<file path="config.mk">
export PLATFORM = sky130hd
export DESIGN_NAME = telem_frame_writer_flat
export DESIGN_NICKNAME = d
export VERILOG_FILES = /design/src/rtl/telem_frame_writer_pkg.sv /design/src/rtl/telem_frame_writer_if.sv /design/src/rtl/telem_frame_writer_rr_arbiter.sv /design/src/rtl/telem_frame_writer.sv /design/src/flat_wrapper.sv
export SDC_FILE = /design/constraint.sdc
export NUM_CORES = 1
export LEC_CHECK = 0
export ABC_AREA = 1
export CORE_UTILIZATION = 35
export DETAILED_ROUTE_END_ITERATION = 8
export SYNTH_ARGS = -nofsm -noshare
export SYNTH_HDL_FRONTEND = slang
export SYNTH_SLANG_ARGS = --single-unit
export TNS_END_PERCENT = 10
</file>
<file path="constraint.sdc">
create_clock -name clk -period 5.67 [get_ports clk]
set_clock_uncertainty 0.15 [all_clocks]
set_input_delay 1.4175 -clock clk [delete_from_list [all_inputs] [get_ports clk]]
set_output_delay 1.4175 -clock clk [all_outputs]
set_load 0.02 [all_outputs]
</file>
<file path="src/rtl/telem_frame_writer_pkg.sv">
// Shared constants and types for the telemetry frame writer: coordinate byte
// order, slot geometry and FSM state encoding.
package telem_frame_writer_pkg;

    localparam int unsigned COORD_X         = 0;
    localparam int unsigned COORD_Y         = 1;
    localparam int unsigned COORD_Z         = 2;
    localparam int unsigned COORD_T         = 3;
    localparam int unsigned COORDS_PER_SLOT = 4;

    localparam logic [2:0] ST_IDLE  = 3'd0;
    localparam logic [2:0] ST_WRITE = 3'd1;
    localparam logic [2:0] ST_DONE  = 3'd2;
    localparam logic [2:0] ST_CLEAR = 3'd3;
    localparam logic [2:0] ST_CDONE = 3'd4;

    typedef enum logic [2:0] {
        StIdle  = ST_IDLE,
        StWrite = ST_WRITE,
        StDone  = ST_DONE,
        StClear = ST_CLEAR,
        StCdone = ST_CDONE
    } state_e;

    // Byte `beat` of a frame, X in the low byte.
    function automatic logic [7:0] coord_byte(input logic [31:0] frame, input logic [1:0] beat);
        logic [31:0] sh;
        sh = frame >> {beat, 3'b000};
        return sh[7:0];
    endfunction

endpackage

</file>
<file path="src/rtl/telem_frame_writer_if.sv">
// Requester handshake and register-bank write bus of the telemetry frame writer.
interface telem_frame_writer_if #(
    parameter int unsigned NREQ = 4,
    parameter int unsigned SW   = 3,
    parameter int unsigned IW   = (NREQ > 1) ? $clog2(NREQ) : 1
);
    logic [NREQ-1:0]    req_valid;
    logic [NREQ*SW-1:0] req_slot;
    logic [NREQ*32-1:0] req_frame;
    logic [NREQ-1:0]    req_ready;
    logic               clr_req;
    logic               wr_en;
    logic [7:0]         wr_addr;
    logic [7:0]         wr_data;
    logic               busy;
    logic               frame_done;
    logic [IW-1:0]      done_id;
    logic               clr_done;

    modport master (
        output req_valid, req_slot, req_frame, clr_req,
        input  req_ready, wr_en, wr_addr, wr_data, busy, frame_done, done_id, clr_done
    );

    modport slave (
        input  req_valid, req_slot, req_frame, clr_req,
        output req_ready, wr_en, wr_addr, wr_data, busy, frame_done, done_id, clr_done
    );
endinterface

</file>
<file path="src/rtl/telem_frame_writer_rr_arbiter.sv">
// Combinational round-robin arbiter: first set request at or above ptr_i,
// wrapping around.
module telem_rr_arbiter #(
    parameter int unsigned NREQ = 4,
    parameter int unsigned IW   = 2
) (
    input  logic [NREQ-1:0] req_i,
    input  logic [IW-1:0]   ptr_i,
    output logic [NREQ-1:0] gnt_o,
    output logic [IW-1:0]   idx_o,
    output logic            valid_o
);

    logic [2*NREQ-1:0] dbl;
    logic [NREQ-1:0]   rot;
    logic              found;
    int unsigned       pos;

    always_comb begin
        // Rotate so that the requester at ptr_i sits at bit 0.
        dbl   = {req_i, req_i} >> ptr_i;
        rot   = dbl[NREQ-1:0];
        found = 1'b0;
        pos   = 0;
        for (int unsigned i = 0; i < NREQ; i++) begin
            if (!found && rot[i]) begin
                found = 1'b1;
                pos   = i + 32'(ptr_i);
            end
        end
        if (pos >= NREQ) pos = pos - NREQ;
        idx_o = IW'(pos);
        gnt_o = found ? (NREQ'(1) << pos) : '0;
    end

    assign valid_o = found;

endmodule

</file>
<file path="src/rtl/telem_frame_writer.sv">
// Sequencer in front of the telemetry coordinate bank: arbitrates whole
// frames round-robin, writes them a byte per cycle, and runs bank clears.
module telem_frame_writer
    import telem_frame_writer_pkg::*;
#(
    parameter int unsigned NREQ  = 4,
    parameter int unsigned NSLOT = 8,
    parameter int unsigned SW    = 3
) (
    input logic              clk,
    input logic              rst,
    telem_frame_writer_if.slave bus
);

    localparam int unsigned IW    = (NREQ > 1) ? $clog2(NREQ) : 1;
    localparam int unsigned NADDR = NSLOT * COORDS_PER_SLOT;

    state_e        state_q, state_d;
    logic [IW-1:0] rr_ptr_q, rr_ptr_d;
    logic [1:0]    beat_q, beat_d;
    logic [7:0]    cnt_q, cnt_d;
    logic [SW-1:0] slot_q, slot_d;
    logic [31:0]   frame_q, frame_d;
    logic [IW-1:0] id_q, id_d;

    logic          wr_en_q, wr_en_d;
    logic [7:0]    wr_addr_q, wr_addr_d;
    logic [7:0]    wr_data_q, wr_data_d;
    logic          busy_q, busy_d;
    logic          frame_done_q, frame_done_d;
    logic [IW-1:0] done_id_q, done_id_d;
    logic          clr_done_q, clr_done_d;

    logic [NREQ-1:0] arb_gnt;
    logic [IW-1:0]   arb_idx;
    logic            arb_valid;
    logic [NREQ-1:0] ready;

    telem_rr_arbiter #(
        .NREQ (NREQ),
        .IW   (IW)
    ) u_arb (
        .req_i   (bus.req_valid),
        .ptr_i   (rr_ptr_q),
        .gnt_o   (arb_gnt),
        .idx_o   (arb_idx),
        .valid_o (arb_valid)
    );

    always_comb begin
        state_d  = state_q;
        rr_ptr_d = rr_ptr_q;
        beat_d   = beat_q;
        cnt_d    = cnt_q;
        slot_d   = slot_q;
        frame_d  = frame_q;
        id_d     = id_q;
        ready    = '0;

        unique case (state_q)
            StIdle: begin
                // Clear has priority; rst gates ready so no grant leaks out of reset.
                if (bus.clr_req) begin
                    state_d = StClear;
                    cnt_d   = '0;
                end else if (arb_valid && !rst) begin
                    ready    = arb_gnt;
                    slot_d   = bus.req_slot[32'(arb_idx)*SW +: SW];
                    frame_d  = bus.req_frame[32'(arb_idx)*32 +: 32];
                    id_d     = arb_idx;
                    beat_d   = '0;
                    state_d  = StWrite;
                    rr_ptr_d = (32'(arb_idx) == NREQ - 1) ? '0 : IW'(arb_idx + 1'b1);
                end
            end
            StWrite: begin
                if (beat_q == 2'd3) state_d = StDone;
                else                beat_d  = beat_q + 2'd1;
            end
            StDone:  state_d = StIdle;
            StClear: begin
                if (cnt_q == 8'(NADDR - 1)) state_d = StCdone;
                else                        cnt_d   = cnt_q + 8'd1;
            end
            StCdone: state_d = StIdle;
            default: state_d = StIdle;
        endcase

        // Outputs are registered, so they are decoded from the next state.
        wr_en_d      = 1'b0;
        wr_addr_d    = '0;
        wr_data_d    = '0;
        frame_done_d = 1'b0;
        done_id_d    = '0;
        clr_done_d   = 1'b0;
        unique case (state_d)
            StWrite: begin
                wr_en_d   = 1'b1;
                wr_addr_d = 8'(slot_d) * 8'(COORDS_PER_SLOT) + 8'(beat_d);
                wr_data_d = coord_byte(frame_d, beat_d);
            end
            StDone: begin
                frame_done_d = 1'b1;
                done_id_d    = id_d;
            end
            StClear: begin
                wr_en_d   = 1'b1;
                wr_addr_d = cnt_d;
            end
            StCdone: clr_done_d = 1'b1;
            default: ;
        endcase
        busy_d = (state_d != StIdle);
    end

    always_ff @(posedge clk or posedge rst) begin
        if (rst) begin
            state_q      <= StIdle;
            rr_ptr_q     <= '0;
            beat_q       <= '0;
            cnt_q        <= '0;
            slot_q       <= '0;
            frame_q      <= '0;
            id_q         <= '0;
            wr_en_q      <= 1'b0;
            wr_addr_q    <= '0;
            wr_data_q    <= '0;
            busy_q       <= 1'b0;
            frame_done_q <= 1'b0;
            done_id_q    <= '0;
            clr_done_q   <= 1'b0;
        end else begin
            state_q      <= state_d;
            rr_ptr_q     <= rr_ptr_d;
            beat_q       <= beat_d;
            cnt_q        <= cnt_d;
            slot_q       <= slot_d;
            frame_q      <= frame_d;
            id_q         <= id_d;
            wr_en_q      <= wr_en_d;
            wr_addr_q    <= wr_addr_d;
            wr_data_q    <= wr_data_d;
            busy_q       <= busy_d;
            frame_done_q <= frame_done_d;
            done_id_q    <= done_id_d;
            clr_done_q   <= clr_done_d;
        end
    end

    assign bus.req_ready  = ready;
    assign bus.wr_en      = wr_en_q;
    assign bus.wr_addr    = wr_addr_q;
    assign bus.wr_data    = wr_data_q;
    assign bus.busy       = busy_q;
    assign bus.frame_done = frame_done_q;
    assign bus.done_id    = done_id_q;
    assign bus.clr_done   = clr_done_q;

endmodule

</file>
<file path="src/flat_wrapper.sv">
// flat-port wrapper written by rule: the top's interface ports become plain ports
module telem_frame_writer_flat import telem_frame_writer_pkg::*;
#(
    parameter int unsigned NREQ  = 4,
    parameter int unsigned NSLOT = 8,
    parameter int unsigned SW    = 3
)
  (clk, rst, bus_req_valid, bus_req_slot, bus_req_frame, bus_clr_req, bus_req_ready, bus_wr_en, bus_wr_addr, bus_wr_data, bus_busy, bus_frame_done, bus_done_id, bus_clr_done);
  telem_frame_writer_if #(.NREQ(NREQ), .SW(SW)) bus_i ();
  input logic clk;
  input logic rst;
  input wire logic [$bits(bus_i.req_valid)-1:0] bus_req_valid;
  input wire logic [$bits(bus_i.req_slot)-1:0] bus_req_slot;
  input wire logic [$bits(bus_i.req_frame)-1:0] bus_req_frame;
  input wire logic [$bits(bus_i.clr_req)-1:0] bus_clr_req;
  output wire logic [$bits(bus_i.req_ready)-1:0] bus_req_ready;
  output wire logic [$bits(bus_i.wr_en)-1:0] bus_wr_en;
  output wire logic [$bits(bus_i.wr_addr)-1:0] bus_wr_addr;
  output wire logic [$bits(bus_i.wr_data)-1:0] bus_wr_data;
  output wire logic [$bits(bus_i.busy)-1:0] bus_busy;
  output wire logic [$bits(bus_i.frame_done)-1:0] bus_frame_done;
  output wire logic [$bits(bus_i.done_id)-1:0] bus_done_id;
  output wire logic [$bits(bus_i.clr_done)-1:0] bus_clr_done;
  assign bus_i.req_valid = bus_req_valid;
  assign bus_i.req_slot = bus_req_slot;
  assign bus_i.req_frame = bus_req_frame;
  assign bus_i.clr_req = bus_clr_req;
  assign bus_req_ready = bus_i.req_ready;
  assign bus_wr_en = bus_i.wr_en;
  assign bus_wr_addr = bus_i.wr_addr;
  assign bus_wr_data = bus_i.wr_data;
  assign bus_busy = bus_i.busy;
  assign bus_frame_done = bus_i.frame_done;
  assign bus_done_id = bus_i.done_id;
  assign bus_clr_done = bus_i.clr_done;
  telem_frame_writer #(.NREQ(NREQ), .NSLOT(NSLOT), .SW(SW)) u_core (.clk(clk), .rst(rst), .bus(bus_i));
endmodule
</file>
==> impl_summary.md <==
Run status
The run finished with clean final reports.

Clocking
The H-tree was split into 3 levels. The count of hold buffers inserted by post-cts repair is 0. The deepest clock path buffer count is 2.

The post-CTS repair timing setup buffer count is 0. Clock-pin slew was measured on the worst setup and hold paths at 60 ps. Clock latency on the worst-skew pair, taken at its later pin, is around 330 ps.

TritonCTS created 9 clock buffers. TritonCTS built the clock tree. The clock root buffer is sky130_fd_sc_hd__clkbuf_16.

The number of clock sinks is 74. In this run, post-CTS repair resized a total of 0 instances.

STA
The number of endpoints with negative hold slack in the final report was 0. The final critical path takes up about 96% of the cycle. Counting I/O delays and the setup requirement, the final critical path takes 5420 ps.

At the pin with the least slew margin, the transition time is around 930 ps. The number of slew-limit violations in the final report is 0. Setup slack on the critical path of the routed design comes to 253 ps. The count of final setup violators is 0. After routing, the total negative slack on setup checks comes to 0 ps. Based on the critical path, the design can be clocked at up to roughly 180 MHz. In this run the tightest slew margin relative to its limit is a little under two fifths.

Setup repair after global routing left no endpoint under its margin.

Placed design
The post-place instance area is roughly 6700 sq um. The cell total after placement is just over 1000. Port buffering added ~170 buffers. Prior to clock tree synthesis, the placed netlist has a worst setup slack of approximately 270 ps. The placer's final routability congestion estimate is about 0.86.

Detailed placement finished with a half-perimeter wire length of 10800 um.

Route
The number of vias in the routed layout is roughly 5000. The final layout contains routed wiring with a total length of approximately 14000 um. The count of nets left with antenna violations once routing finished came out at 0. Before antenna repair, the detailed router went through 4 iterations. The number of remaining DRC errors is 0. Dividing the detail-routed wire length by the instance count gives approximately 14 um. The number of DRC markers after the initial detailed-route iteration is 311. The routed via count divided by cell count is 4.81.

Yosys
The number of nets handed over by synthesis was 851. The cell area that synthesis handed to floorplanning was 4910 sq um. The number of standard cells after synthesis is 699.

The share of synthesized flip-flops with an asynchronous set or reset is 100%. Sorting the synthesized cells by area gives the leading types as sky130_fd_sc_hd__dfrtp_1, sky130_fd_sc_hd__nand2_1, sky130_fd_sc_hd__nand3_1. Averaged over all synthesized cells, the footprint is ~7 sq um. The most used flip-flop cell after synthesis is sky130_fd_sc_hd__dfrtp_1.

The netlist uses 38 different library cells. Yosys printed 0 warnings. The synthesized design contains 74 register bits. The area fraction of the dominant cell type after synthesis is a little under two fifths. The sequential cell area fraction in the yosys report is 37.7%. Of all cell types, the one taking the most synthesized area is sky130_fd_sc_hd__dfrtp_1. Counting flops with a built-in enable in the synthesized netlist gives 0.

Global routing
Summed over all layers, the global routing overflow is 0. Entering global routing, the biggest net connects 76 pins. The number of antenna violations at the first check in global routing is 0.

For this run, the total global-route usage over all layers was measured as between 20% and 30%. The number of global-route vias before repair is 5074. The first global-routing pass estimated around 24000 um of wire.

Power
The relative contribution of combinational cells to total power is between 60% and 70%. In this run switching power makes up 49.5% of total power. Sequential cells burn between 10% and 20% of the power.

The cell-internal power is around 0.0022 W. The share of power burned in the clock network is approximately 16%. For this design the ratio of total power to cell area is 605 nW/um^2. Across the VDD grid, the largest voltage drop is about 0.42 mV.

The leakage power of the design is between 3 and 4 nW. For this design the total switching power over the nets is 0.00211 W.

Layout
The number of antenna diodes is 0. The core utilization of the finished layout is 52.4%. Of the cells placed in the final design, the portion with a size suffix greater than 1 is slightly above 10%.

The final instance area is 7050 sq um. Leaving out fill and tap cells, the most frequent cell in the layout is sky130_fd_sc_hd__nand2_1. The finished layout holds approximately 1000 standard cells, fillers aside. The net count reported at finish is 1009. The top cell types in the final layout, fill and taps aside, are sky130_fd_sc_hd__nand2_1, sky130_fd_sc_hd__clkdlybuf4s50_1, sky130_fd_sc_hd__nand3_1. The post-synthesis to final-layout area growth is 43.6%.

Setup path
The signal arrival time at the worst endpoint is about 3900 ps. The critical path in this run is classified as input pin to primary output. The endpoint of the worst register-to-register path is u_core.bus.wr_data[2]. The endpoint required time on the critical path is 4100 ps. The worst setup path is captured at a primary output. The number of cells traversed by the worst register-to-register path is 16. The reg-to-reg startpoint is u_core.rr_ptr_q[0]. The nature of the critical path startpoint is an input pin. The largest fanout on the critical path is 10. Across all register-to-register paths, the minimum setup slack is 2400 ps.

Die
Pin placement for this block handled 173 I/O pins. The number of rows created at floorplan is 42. For this configuration, the core starts out at a cell density of between 30% and 40%.

The floorplan step defined a core boundary enclosing roughly 13000 sq um. Measured along the y axis, the die boundary spans roughly 120 um. The die covers between 10000 and 15000 sq um.

In this run the horizontal extent of the chip is between 100 and 150 um.

Worst hold path
Counting instances, the worst hold path has a depth of 2. The startpoint of the most critical hold path is u_core.frame_q[28]. The path with the worst hold slack has its endpoint at u_core.frame_q[28]. The worst hold path class is flop to flop.

Run
The number of max-capacitance violations reported is 0.
power groups by stage:
stage	clock [W]	combinational [W]	sequential [W]
floorplan	0	0.00216	0.000848
global placement	0	0.00272	0.000826
detailed placement	0	0.00277	0.000832
CTS	0.000684	0.00279	0.000824
global route	0.000710	0.00315	0.000843
finish	0.000677	0.00277	0.000823
per-stage QoR:
stage | hold slack [ps] | total power, W
floorplan | 294 | 0.00300
global placement | 308 | 0.00355
detailed placement | 311 | 0.00360
CTS | 327 | 0.00429
global route | 343 | 0.00470
finish | 324 | 0.00427
critical path, stage by stage:
cell and delay, ps:
sky130_fd_sc_hd__clkdlybuf4s50_1 510, sky130_fd_sc_hd__inv_1 50, sky130_fd_sc_hd__nand2_1 110, sky130_fd_sc_hd__nand3_2 110, sky130_fd_sc_hd__nand2_2 130, sky130_fd_sc_hd__a21oi_2 60
sky130_fd_sc_hd__nand2_2 170, sky130_fd_sc_hd__nand3_4 130, sky130_fd_sc_hd__inv_2 200, sky130_fd_sc_hd__ha_1 200, sky130_fd_sc_hd__inv_1 40, sky130_fd_sc_hd__nor2_1 100
sky130_fd_sc_hd__clkdlybuf4s50_1 610
sequential cells by signal, summed over array words and instances (netlist names):
signal                 count
u_core.beat_q              2
u_core.bus.busy            1
u_core.bus.clr_done        1
u_core.bus.done_id         2
u_core.bus.frame_done      1
u_core.bus.wr_addr         8
u_core.bus.wr_data         8
u_core.bus.wr_en           1
u_core.cnt_q               8
u_core.frame_q            32
u_core.id_q                2
u_core.rr_ptr_q            2
u_core.slot_q              3
u_core.state_q             3
worst max-delay path by stage:
stage                     start               end  slack, ps  depth (start not counted)
6_report       bus_req_valid[3]  bus_req_ready[1]        250                         13
5_1_grt        bus_req_valid[3]  bus_req_ready[1]         90                         13
4_1_cts        bus_req_valid[3]  bus_req_ready[1]        250                         13
3_5_place_dp   bus_req_valid[3]  bus_req_ready[3]        270                         13
3_3_place_gp   bus_req_valid[3]  bus_req_ready[1]        360                         13
2_1_floorplan               rst  bus_req_ready[0]        600                          6
final cells by class:
type / instances / area, sq um
Sequential cell: 74 / 1850
Multi-Input combinational cell: 505 / 2490
Tap cell: 176 / 220
Timing Repair Buffer: 183 / 1800
Clock buffer: 9 / 225
Inverter: 84 / 324
Fill cell: 1310 / 6400
Clock inverter: 6 / 130
logic make-up (layout without fill, tap and decap cells):
| group | after synthesis | count (layout) | synth area share (%) |
|---|---|---|---|
| compound gates | 58 | 58 | 7.11 |
| xor+xnor | 2 | 2 | 0.357 |
| fa+ha+maj | 5 | 5 | 1.27 |
| buf+inv | 120 | 282 | 11.5 |
| flops | 74 | 74 | 37.7 |
| simple gates | 440 | 440 | 42.0 |
cell usage after synthesis, types with 2 or more instances:
master	n
sky130_fd_sc_hd__buf_6	6
sky130_fd_sc_hd__o21ai_0	26
sky130_fd_sc_hd__nand2_1	224
sky130_fd_sc_hd__nand4_1	10
sky130_fd_sc_hd__dfrtp_1	74
sky130_fd_sc_hd__o21bai_1	3
sky130_fd_sc_hd__nor2_1	36
sky130_fd_sc_hd__clkinv_1	2
sky130_fd_sc_hd__nand3_2	19
sky130_fd_sc_hd__inv_1	77
sky130_fd_sc_hd__nand3_4	2
sky130_fd_sc_hd__nand2_2	26
sky130_fd_sc_hd__a21oi_1	12
sky130_fd_sc_hd__xor2_1	2
sky130_fd_sc_hd__buf_4	6
sky130_fd_sc_hd__nor3_1	6
sky130_fd_sc_hd__ha_1	5
sky130_fd_sc_hd__o31ai_2	2
sky130_fd_sc_hd__clkbuf_1	3
sky130_fd_sc_hd__o22ai_1	4
sky130_fd_sc_hd__buf_2	19
sky130_fd_sc_hd__nand3_1	112
sky130_fd_sc_hd__inv_2	4
sky130_fd_sc_hd__o31ai_1	3
sky130_fd_sc_hd__a22o_1	3
routing by layer:
metal  global-route usage [%]  share of wire (%)  up-vias
li1                         -                  -     2552
met1                     26.1                 46     2243
met2                     34.6                 46      168
met3                     2.83                5.3       27
met4                     6.94                2.3        0
met5                        0                  0        -
Power figures use the tool's default switching activity.
